$ cat src/rtl/l15_wake_seq_ctrl.sv
// l15_wake_seq_ctrl
// Sequences Ariane core bring-up on an OpenPiton tile. It holds the core in
// reset through SRAM init, releases it on a wakeup interrupt, gates L1.5
// request valid and tracks outstanding L1.5 transactions. It also runs the
// drained re-reset and idle/resume sequences.
// Optional build macro: L15_WAKE_TIMEOUT_EN. When defined, WAIT_WAKE falls
// through to RUN after TimeoutCycles and flags err_o.
//
// state     | meaning
// ----------+-----------------------------------------------------------
// INIT      | core held in reset while tile SRAMs initialise
// WAIT_WAKE | init done, waiting for power-on wake interrupt
// RUN       | core out of reset, requests flow
// DRAIN     | gate closing, waiting for outstanding returns to reach zero
// HOLD      | core reset asserted for HoldCycles, then back to RUN
// IDLEST    | drained and gated, core not reset, waiting for RESUME
module l15_wake_seq_ctrl #(
    parameter int unsigned InitCycles     = 32768,
    parameter int unsigned HoldCycles     = 16,
    parameter int unsigned MaxOutstanding = 16,
    parameter logic [3:0]  IntRetType     = 4'h7
`ifdef L15_WAKE_TIMEOUT_EN
    ,
    parameter int unsigned TimeoutCycles  = 65536
`endif
) (
    input  logic                                clk_i,
    input  logic                                rst_ni,
    input  logic                                l15_val_i,
    input  logic                                l15_ack_i,
    output logic                                l15_val_o,
    input  logic                                l15_rtrn_val_i,
    input  logic [3:0]                          l15_rtrn_type_i,
    input  logic [17:0]                         l15_rtrn_data_i,
    output logic                                core_rst_no,
    output logic [$clog2(MaxOutstanding):0]     outstanding_o,
    output logic [2:0]                          state_o,
    output logic                                err_o
);

    localparam int unsigned CntW    = $clog2(MaxOutstanding) + 1;
    localparam int unsigned TmrMax0 = (InitCycles > HoldCycles) ? InitCycles : HoldCycles;
`ifdef L15_WAKE_TIMEOUT_EN
    localparam int unsigned TmrMax  = (TmrMax0 > TimeoutCycles) ? TmrMax0 : TimeoutCycles;
`else
    localparam int unsigned TmrMax  = TmrMax0;
`endif
    localparam int unsigned TmrW    = $clog2(TmrMax) + 1;

    typedef enum logic [2:0] {
        ST_INIT      = 3'd0,
        ST_WAIT_WAKE = 3'd1,
        ST_RUN       = 3'd2,
        ST_DRAIN     = 3'd3,
        ST_HOLD      = 3'd4,
        ST_IDLEST    = 3'd5
    } state_e;

    state_e            state_q, state_d;
    logic [TmrW-1:0]   timer_q, timer_d;
    logic [CntW-1:0]   outst_q, outst_d;
    logic              gate_q, gate_d;
    logic              core_rst_q, core_rst_d;
    logic              target_hold_q, target_hold_d;
    logic              wake_pend_q, wake_pend_d;
    logic              err_q, err_d;

    logic is_int, rsp, acc, underflow;
    logic int_wake, int_rrst, int_idle, int_resume;
    logic data_unused;

    // Bits 15:6 of the return word carry nothing this block decodes.
    assign data_unused = ^l15_rtrn_data_i[15:6];

    assign is_int     = l15_rtrn_val_i && (l15_rtrn_type_i == IntRetType);
    assign rsp        = l15_rtrn_val_i && (l15_rtrn_type_i != IntRetType);
    assign int_wake   = is_int && (l15_rtrn_data_i[17:16] == 2'b01) && (l15_rtrn_data_i[5:0] == 6'd1);
    assign int_rrst   = is_int && (l15_rtrn_data_i[17:16] == 2'b01) && (l15_rtrn_data_i[5:0] == 6'd0);
    assign int_idle   = is_int && (l15_rtrn_data_i[17:16] == 2'b10);
    assign int_resume = is_int && (l15_rtrn_data_i[17:16] == 2'b11);

    assign l15_val_o  = l15_val_i && gate_q && (outst_q < CntW'(MaxOutstanding));
    assign acc        = l15_val_o && l15_ack_i;

    assign core_rst_no   = core_rst_q;
    assign outstanding_o = outst_q;
    assign state_o       = state_q;
    assign err_o         = err_q;

    // Outstanding counter; a return with nothing outstanding is a protocol error.
    always_comb begin
        outst_d   = outst_q;
        underflow = 1'b0;
        if (acc && !rsp) begin
            outst_d = outst_q + CntW'(1);
        end else if (rsp && !acc) begin
            if (outst_q == '0) begin
                underflow = 1'b1;
            end else begin
                outst_d = outst_q - CntW'(1);
            end
        end
    end

    // Next-state and registered-output logic for the sequencer.
    always_comb begin
        state_d       = state_q;
        timer_d       = '0;
        gate_d        = gate_q;
        core_rst_d    = core_rst_q;
        target_hold_d = target_hold_q;
        wake_pend_d   = wake_pend_q;
        err_d         = err_q | underflow;
        case (state_q)
            ST_INIT: begin
                if (int_wake) begin
                    wake_pend_d = 1'b1;
                end
                if (timer_q == TmrW'(InitCycles - 1)) begin
                    state_d = ST_WAIT_WAKE;
                end else begin
                    timer_d = timer_q + TmrW'(1);
                end
            end
            ST_WAIT_WAKE: begin
                if (int_wake || wake_pend_q) begin
                    state_d     = ST_RUN;
                    core_rst_d  = 1'b1;
                    gate_d      = 1'b1;
                    wake_pend_d = 1'b0;
`ifdef L15_WAKE_TIMEOUT_EN
                end else if (timer_q == TmrW'(TimeoutCycles - 1)) begin
                    state_d     = ST_RUN;
                    core_rst_d  = 1'b1;
                    gate_d      = 1'b1;
                    wake_pend_d = 1'b0;
                    err_d       = 1'b1;
                end else begin
                    timer_d = timer_q + TmrW'(1);
`endif
                end
            end
            ST_RUN: begin
                if (int_rrst) begin
                    state_d       = ST_DRAIN;
                    target_hold_d = 1'b1;
                end else if (int_idle) begin
                    state_d       = ST_DRAIN;
                    target_hold_d = 1'b0;
                end
            end
            ST_DRAIN: begin
                if (int_rrst) begin
                    target_hold_d = 1'b1;
                end
                // Never drop a valid that is still waiting for its ack.
                if (gate_q && !(l15_val_o && !l15_ack_i)) begin
                    gate_d = 1'b0;
                end
                if (!gate_q && (outst_q == '0)) begin
                    if (target_hold_q || int_rrst) begin
                        state_d    = ST_HOLD;
                        core_rst_d = 1'b0;
                    end else begin
                        state_d = ST_IDLEST;
                    end
                end
            end
            ST_HOLD: begin
                if (timer_q == TmrW'(HoldCycles - 1)) begin
                    state_d    = ST_RUN;
                    core_rst_d = 1'b1;
                    gate_d     = 1'b1;
                end else begin
                    timer_d = timer_q + TmrW'(1);
                end
            end
            ST_IDLEST: begin
                if (int_rrst) begin
                    state_d    = ST_HOLD;
                    core_rst_d = 1'b0;
                end else if (int_resume) begin
                    state_d = ST_RUN;
                    gate_d  = 1'b1;
                end
            end
            default: begin
                state_d = ST_INIT;
            end
        endcase
    end

    // State and control registers, asynchronously cleared.
    always_ff @(posedge clk_i or negedge rst_ni) begin
        if (!rst_ni) begin
            state_q       <= ST_INIT;
            timer_q       <= '0;
            outst_q       <= '0;
            gate_q        <= 1'b0;
            core_rst_q    <= 1'b0;
            target_hold_q <= 1'b0;
            wake_pend_q   <= 1'b0;
            err_q         <= 1'b0;
        end else begin
            state_q       <= state_d;
            timer_q       <= timer_d;
            outst_q       <= outst_d;
            gate_q        <= gate_d;
            core_rst_q    <= core_rst_d;
            target_hold_q <= target_hold_d;
            wake_pend_q   <= wake_pend_d;
            err_q         <= err_d;
        end
    end

endmodule
$ cat config.mk
export PLATFORM = sky130hd
export DESIGN_NAME = l15_wake_seq_ctrl
export DESIGN_NICKNAME = d
export VERILOG_FILES = /design/src/rtl/l15_wake_seq_ctrl.sv
export SDC_FILE = /design/constraint.sdc
export NUM_CORES = 1
export LEC_CHECK = 0
export ABC_AREA = 1
export BUFFER_PORTS_ARGS = -buffer_cell sky130_fd_sc_hd__buf_2
export CORE_MARGIN = 4
export CORE_UTILIZATION = 55
export DETAILED_ROUTE_END_ITERATION = 6
export PLACE_DENSITY_LB_ADDON = 0.2
export SLEW_MARGIN = 0
export SYNTH_ARGS = -nofsm -noshare
export SYNTH_HDL_FRONTEND = slang
export SYNTH_SLANG_ARGS = --single-unit
$ cat constraint.sdc
create_clock -name clk_i -period 4.74 [get_ports clk_i]
set_input_delay 0.711 -clock clk_i [delete_from_list [all_inputs] [get_ports clk_i]]
set_output_delay 0.711 -clock clk_i [all_outputs]
set_load 0.005 [all_outputs]
=== After elaboration in Yosys (flattened, before gate mapping) ===
Cells that the tools add are included.

* Register bits: 29
* Latch bits: 0
* RAM bits: 0
* Memory bits (read-only): 0
* Output and inout bits: 11
* Logic and storage cells: 111
* Memories kept: 0

* Add/subtract/negate cells: 3
* Multipliers: 0
* Divide/modulo/power cells: 0
* Order comparisons: 1
* Eq/ne operators: 27
* Shift-type cells: 0
* Mux-type cells: 36
* Bitwise operators: 1
* Reductions and logical operators: 35

{| class="wikitable"
|+ Operator list
! cell !! count
|-
| 16-bit 2-to-1 mux || 2
|-
| 16-bit case mux with 2 select lines || 1
|-
| 3-bit 2-to-1 mux || 8
|-
| 2-bit != test, second input constant || 12
|-
| 3-bit case mux with 6 select lines || 1
|-
| 6-bit AND reduction || 3
|-
| 1-bit 2-to-1 mux || 17
|-
| 16-bit by 1-bit adder with 16-bit output, second input constant || 1
|-
| 16-bit by 15-bit == test with 1-bit output, second input constant || 1
|-
| 16-bit by 4-bit == test with 1-bit output, second input constant || 1
|-
| 1-bit logical AND || 15
|-
| 5-bit 2-to-1 mux || 3
|-
| 1-bit case mux with 4 select lines || 2
|-
| 3-bit by 2-bit == test with 1-bit output, second input constant || 2
|-
| 3-bit == test, second input constant || 2
|-
| 6-bit by 1-bit == test with 1-bit output, second input constant || 1
|-
| 6-bit logical NOT || 1
|-
| 3-bit != test, second input constant || 2
|-
| 3-bit AND reduction || 2
|-
| 2-bit nonzero test || 3
|-
| 5-bit by 1-bit adder with 5-bit output, second input constant || 1
|-
| 1-bit logical NOT || 5
|-
| 5-bit logical NOT || 1
|-
| 5-bit < comparator, second input constant || 1
|-
| 12 further kinds || 15
|}

=== Depth between registers and ports, before layout ===
* Depth in word-level cells: 8
* Gate-level depth with buffers: 12
* Mapped depth without buffers: 12

=== Least setup slack after synthesis ===
Ideal clock, no wire load.

* Kind: input to register
* Start point: in l15_rtrn_type_i[3]
* End point: reg outst_q[4] (netlist: outstanding_o[4])
* Arrival time: 2.221 ns
* Slack: 2.396 ns
* Cell stages on the path: 11
* Path buffers: 0
* Cells stage by stage: inv_1 > nand2_1 > o21ai_0 > ha_1 > inv_1 > fa_1 > a21oi_1 > nor2_1 > o21ai_0 > nand3_1 > xor2_1

* Longest elaborated chain between the ends: 6
* Elaborated cells on any way between the ends: 9
* Classes of those cells: 2 x eq/ne; 1 x mux; 6 x reduce/logical

{| class="wikitable"
|+ RTL lines
! what !! line !! RTL
|-
| start, declared || 33 || <nowiki>input logic [3:0] l15_rtrn_type_i,</nowiki>
|-
| 4-bit by 3-bit != test with 1-bit output * || 76 || <nowiki>assign rsp = l15_rtrn_val_i && (l15_rtrn_type_i != IntRetType);</nowiki>
|-
| 1-bit logical AND * || 76 ||
|-
| 1-bit logical NOT || 94 || <nowiki>if (acc && !rsp) begin</nowiki>
|-
| 1-bit logical AND || 94 ||
|-
| 2-bit != test (no source line) / 2-bit nonzero test (equally long branches) || -- ||
|-
| 2-bit AND reduction (no source line) || -- ||
|-
| end signal, assigned || 207 || <nowiki>outst_q <= outst_d;</nowiki>
|-
| end, declared || 61 || <nowiki>logic [CntW-1:0] outst_q, outst_d;</nowiki>
|}

Every way passes the cells marked *; elsewhere a longest branch is shown, timed or not.
A chain may end at the register's enable or synchronous reset.

=== Worst setup path after layout ===
Ends and elaborated chain as after synthesis.

==> results by group <==
Clocking
  • # clock sinks: 29
  • Post-CTS sizing: 0
  • Clock latency on the worst-skew pair: around 0.34 ns
  • Inserted Clock Buffers: 5
  • Max clock buf depth: 2
  • Clock Tree Root: clkbuf_4
  • Post CTS Setup Buffer Count: 0
  • # H-tree levels: 2
  • Post-CTS Hold Fix Bufs: 0
  • CTS tree: done
  • Clk slew on worst S/H paths: 0.10 ns

Hold path
  • Hold/Removal Path Class: in -> async

Global route
  • Maximum number of pins on one net before global-route repair: 30
  • Vias in the first global route: 1635
  • Global-route wire length before repair: 6870 um
  • GRT Util Overall: around 20%
  • Antenna violations before repair: 0
  • Gr ovfl total: 0

Place
  • Placer Congestion: 0.871
  • IO buf count: 27
  • DP Wirelength: approximately 2800 um

Drt
  • DRC: 0
  • Initial DRC Count: 96
  • Routed Antenna Nets: 0
  • Drt pass-1 iters: 4
  • DR vias/cell: 5.04
  • Routed wire length: roughly 3700 um
  • Drt wl/cell: between 10 and 15 um
  • DR vias: between 1500 and 2000

Synth
  • Async S/R FF share, synth: 100%
  • Post-synth top area share: around two fifths
  • Post-synthesis average cell area: 7.21 um^2
  • Post-Syn Area: approximately 1900 um^2
  • Yosys warnings: 0
  • Largest family of logic cells by synthesized area: simple AND/OR/NAND/NOR gates
  • Post-synth top area cell: dfrtp_1
  • Most used DFF post-synth: dfrtp_1
  • Proportion of synthesized area in mux cells: 0%
  • Syn nets: ~300
  • Synth Area in Simple Gates: about 35%
  • Synth Register Bits: 29
  • Post-synth EDFFs: 0
  • Synth Area in Compound Gates: between 8 and 9%
  • Most common cell in the netlist: nand2_1
  • Register area share after synthesis: approximately two fifths
  • Synth area leaders: dfrtp_1, nand2_1, nor2_1, inv_1, nand3_1
  • Synth Area in XOR/XNOR: roughly 4.2%
  • Cells after Synth: ~260
  • Post-synth top cells: nand2_1, nor2_1, inv_1
  • Unique masters post-synth: 30
  • Post-Synth Adder-Cell Area: slightly above 5%

STA
  • Slew HR: between 50% and 60%
  • Final setup vio count: 0
  • Tcrit/Tclk final: 47.5%
  • Worst-margin pin slew: about 0.62 ns
  • Layout Skew: 0.0101 ns
  • RSZ-0062 raised after global routing: false
  • Fmax: ~440 MHz
  • Total negative slack: 0 ns
  • Hold Vio Cnt, Final: 0
  • Slew Limit Fails: 0
  • Fin crit period: 2.25 ns

Worst setup path
  • Worst Setup Path Type: in -> reg
  • Worst EP arrival: roughly 2.5 ns
  • Critical path startpoint category: primary input
  • Crit end category: flop
  • RR Endpoint: outstanding_o[4]$_DFFE_PN0P_
  • Critical R2R Launch: outstanding_o[4]$_DFFE_PN0P_
  • FF-to-FF setup slack: between 2 and 3 ns
  • Worst r2r path cells: 11
  • CP Max Fanout: 5
  • CP Data Required Time: between 4 and 5 ns

Layout
  • # nets final: approximately 330
  • Antenna Cells: 0
  • Fraction of final layout cells sized beyond drive strength 1: 19.7%
  • Synth-to-Final Area Change: 13.2%

Power
  • Worst ir drop on vdd: 288 uV
  • Overall power: between 600 and 700 uW
  • Pwr Density: around 300 nW/um^2
  • Power share of the clock group: between 20% and 30%
  • Lkg Pwr: ~1.1 nW
  • Comb power frac: 24.6%
  • Sw Share: approximately a third
  • Seq pwr share: a little under half
  • Psw: about 200 uW
  • Int Pwr: around 430 uW

Floorplan
  • Core area: 3150 um^2
  • Full die area: ~4400 um^2
  • Die span in x: approximately 66 um
  • # rows: 20
  • Chip Height: roughly 66 um
  • IO Pins: 38
  • Initial core utilization: between 50% and 60%

Run status
  • Status: finished clean

Run
  • MaxCap Viol Count: 0
## cell usage in the layout (no fill, tap or decap), drive strengths merged, types with 7 or more instances in the layout
cell type | Yosys | routed
nor2 | 54 | 54
dfrtp | 29 | 29
buf | 1 | 27
nand2 | 64 | 64
nand3 | 18 | 18
clkbuf | 0 | 7
inv | 40 | 40
o21ai | 14 | 14
## routing by layer
| layer | GRT usage (%) | up-vias | wire length (um) |
|---|---|---|---|
| met5 | 0 | - | 0 |
| met1 | 25.3 | 773 | 1690 |
| met2 | 33.5 | 46 | 1750 |
| li1 | - | 884 | - |
| met3 | 6.07 | 6 | 222 |
| met4 | 6.60 | 0 | 42 |
## cell type report
type / count / area (um^2)
fill: 303 / 1020
multi-input combinational: 191 / 993
sequential: 29 / 726
inverter: 40 / 150
timing repair buffer: 27 / 135
clock buffer: 7 / 65.1
tap: 44 / 55.1
clock inverter: 1 / 5.00
## worst max-delay path by stage
stage / from / end
6_report: l15_rtrn_type_i[3] / outstanding_o[4]$_DFFE_PN0P_
5_1_grt: outstanding_o[4]$_DFFE_PN0P_ / outstanding_o[4]$_DFFE_PN0P_
4_1_cts: l15_rtrn_type_i[3] / outstanding_o[4]$_DFFE_PN0P_
3_5_place_dp: l15_rtrn_type_i[3] / outstanding_o[4]$_DFFE_PN0P_
3_3_place_gp: l15_rtrn_type_i[3] / outstanding_o[4]$_DFFE_PN0P_
2_1_floorplan: l15_rtrn_type_i[3] / outstanding_o[4]$_DFFE_PN0P_
## power groups by stage
stage               registers [mW]  clock network, mW  logic, mW
CTS                          0.300              0.183      0.157
floorplan                    0.303                  0      0.101
global route                 0.306              0.192      0.184
detailed placement           0.304                  0      0.158
finish                       0.300              0.178      0.156
global placement             0.304                  0      0.151
## through the flow
stage | hold WS (ns) | worst slack [ns] | utilization [%] | area [um^2] | std cells
floorplan | 0.415 | 2.40 | - | 1880 | 261
global placement | 0.442 | 2.12 | 65.3 | 2060 | 331
detailed placement | 0.446 | 2.11 | 65.3 | 2060 | 331
CTS | 0.399 | 2.48 | 67.5 | 2130 | 339
global route | 0.425 | 2.25 | 67.5 | 2130 | 339
finish | 0.378 | 2.49 | 67.5 | 2130 | 339
## flip-flops by register name, indices dropped and copies added (netlist names)
signal / flops
timer_q: 16
outstanding_o: 5
state_o: 3
core_rst_no: 1
err_o: 1
gate_q: 1
target_hold_q: 1
wake_pend_q: 1
## cells by family (layout without fill, tap and decap cells)
family                   after synthesis  count (layout)
buffers and inverters                 41              75
flip-flops                            29              29
XOR/XNOR                               9               9
AO/OA/AOI/OAI                         27              27
AND/OR/NAND/NOR                      148             148
adder cells (fa/ha/maj)                7               7
## worst max-delay path, stage by stage
cell and delay [ns]:
buf_2 0.10, inv_1 0.04, nand2_1 0.05, o21ai_0 0.21
ha_1 0.23, inv_1 0.11, fa_1 0.42, a21oi_1 0.14
nor2_1 0.07, o21ai_0 0.14, nand3_1 0.10, xor2_1 0.16
(Power assumes the default switching activity.)
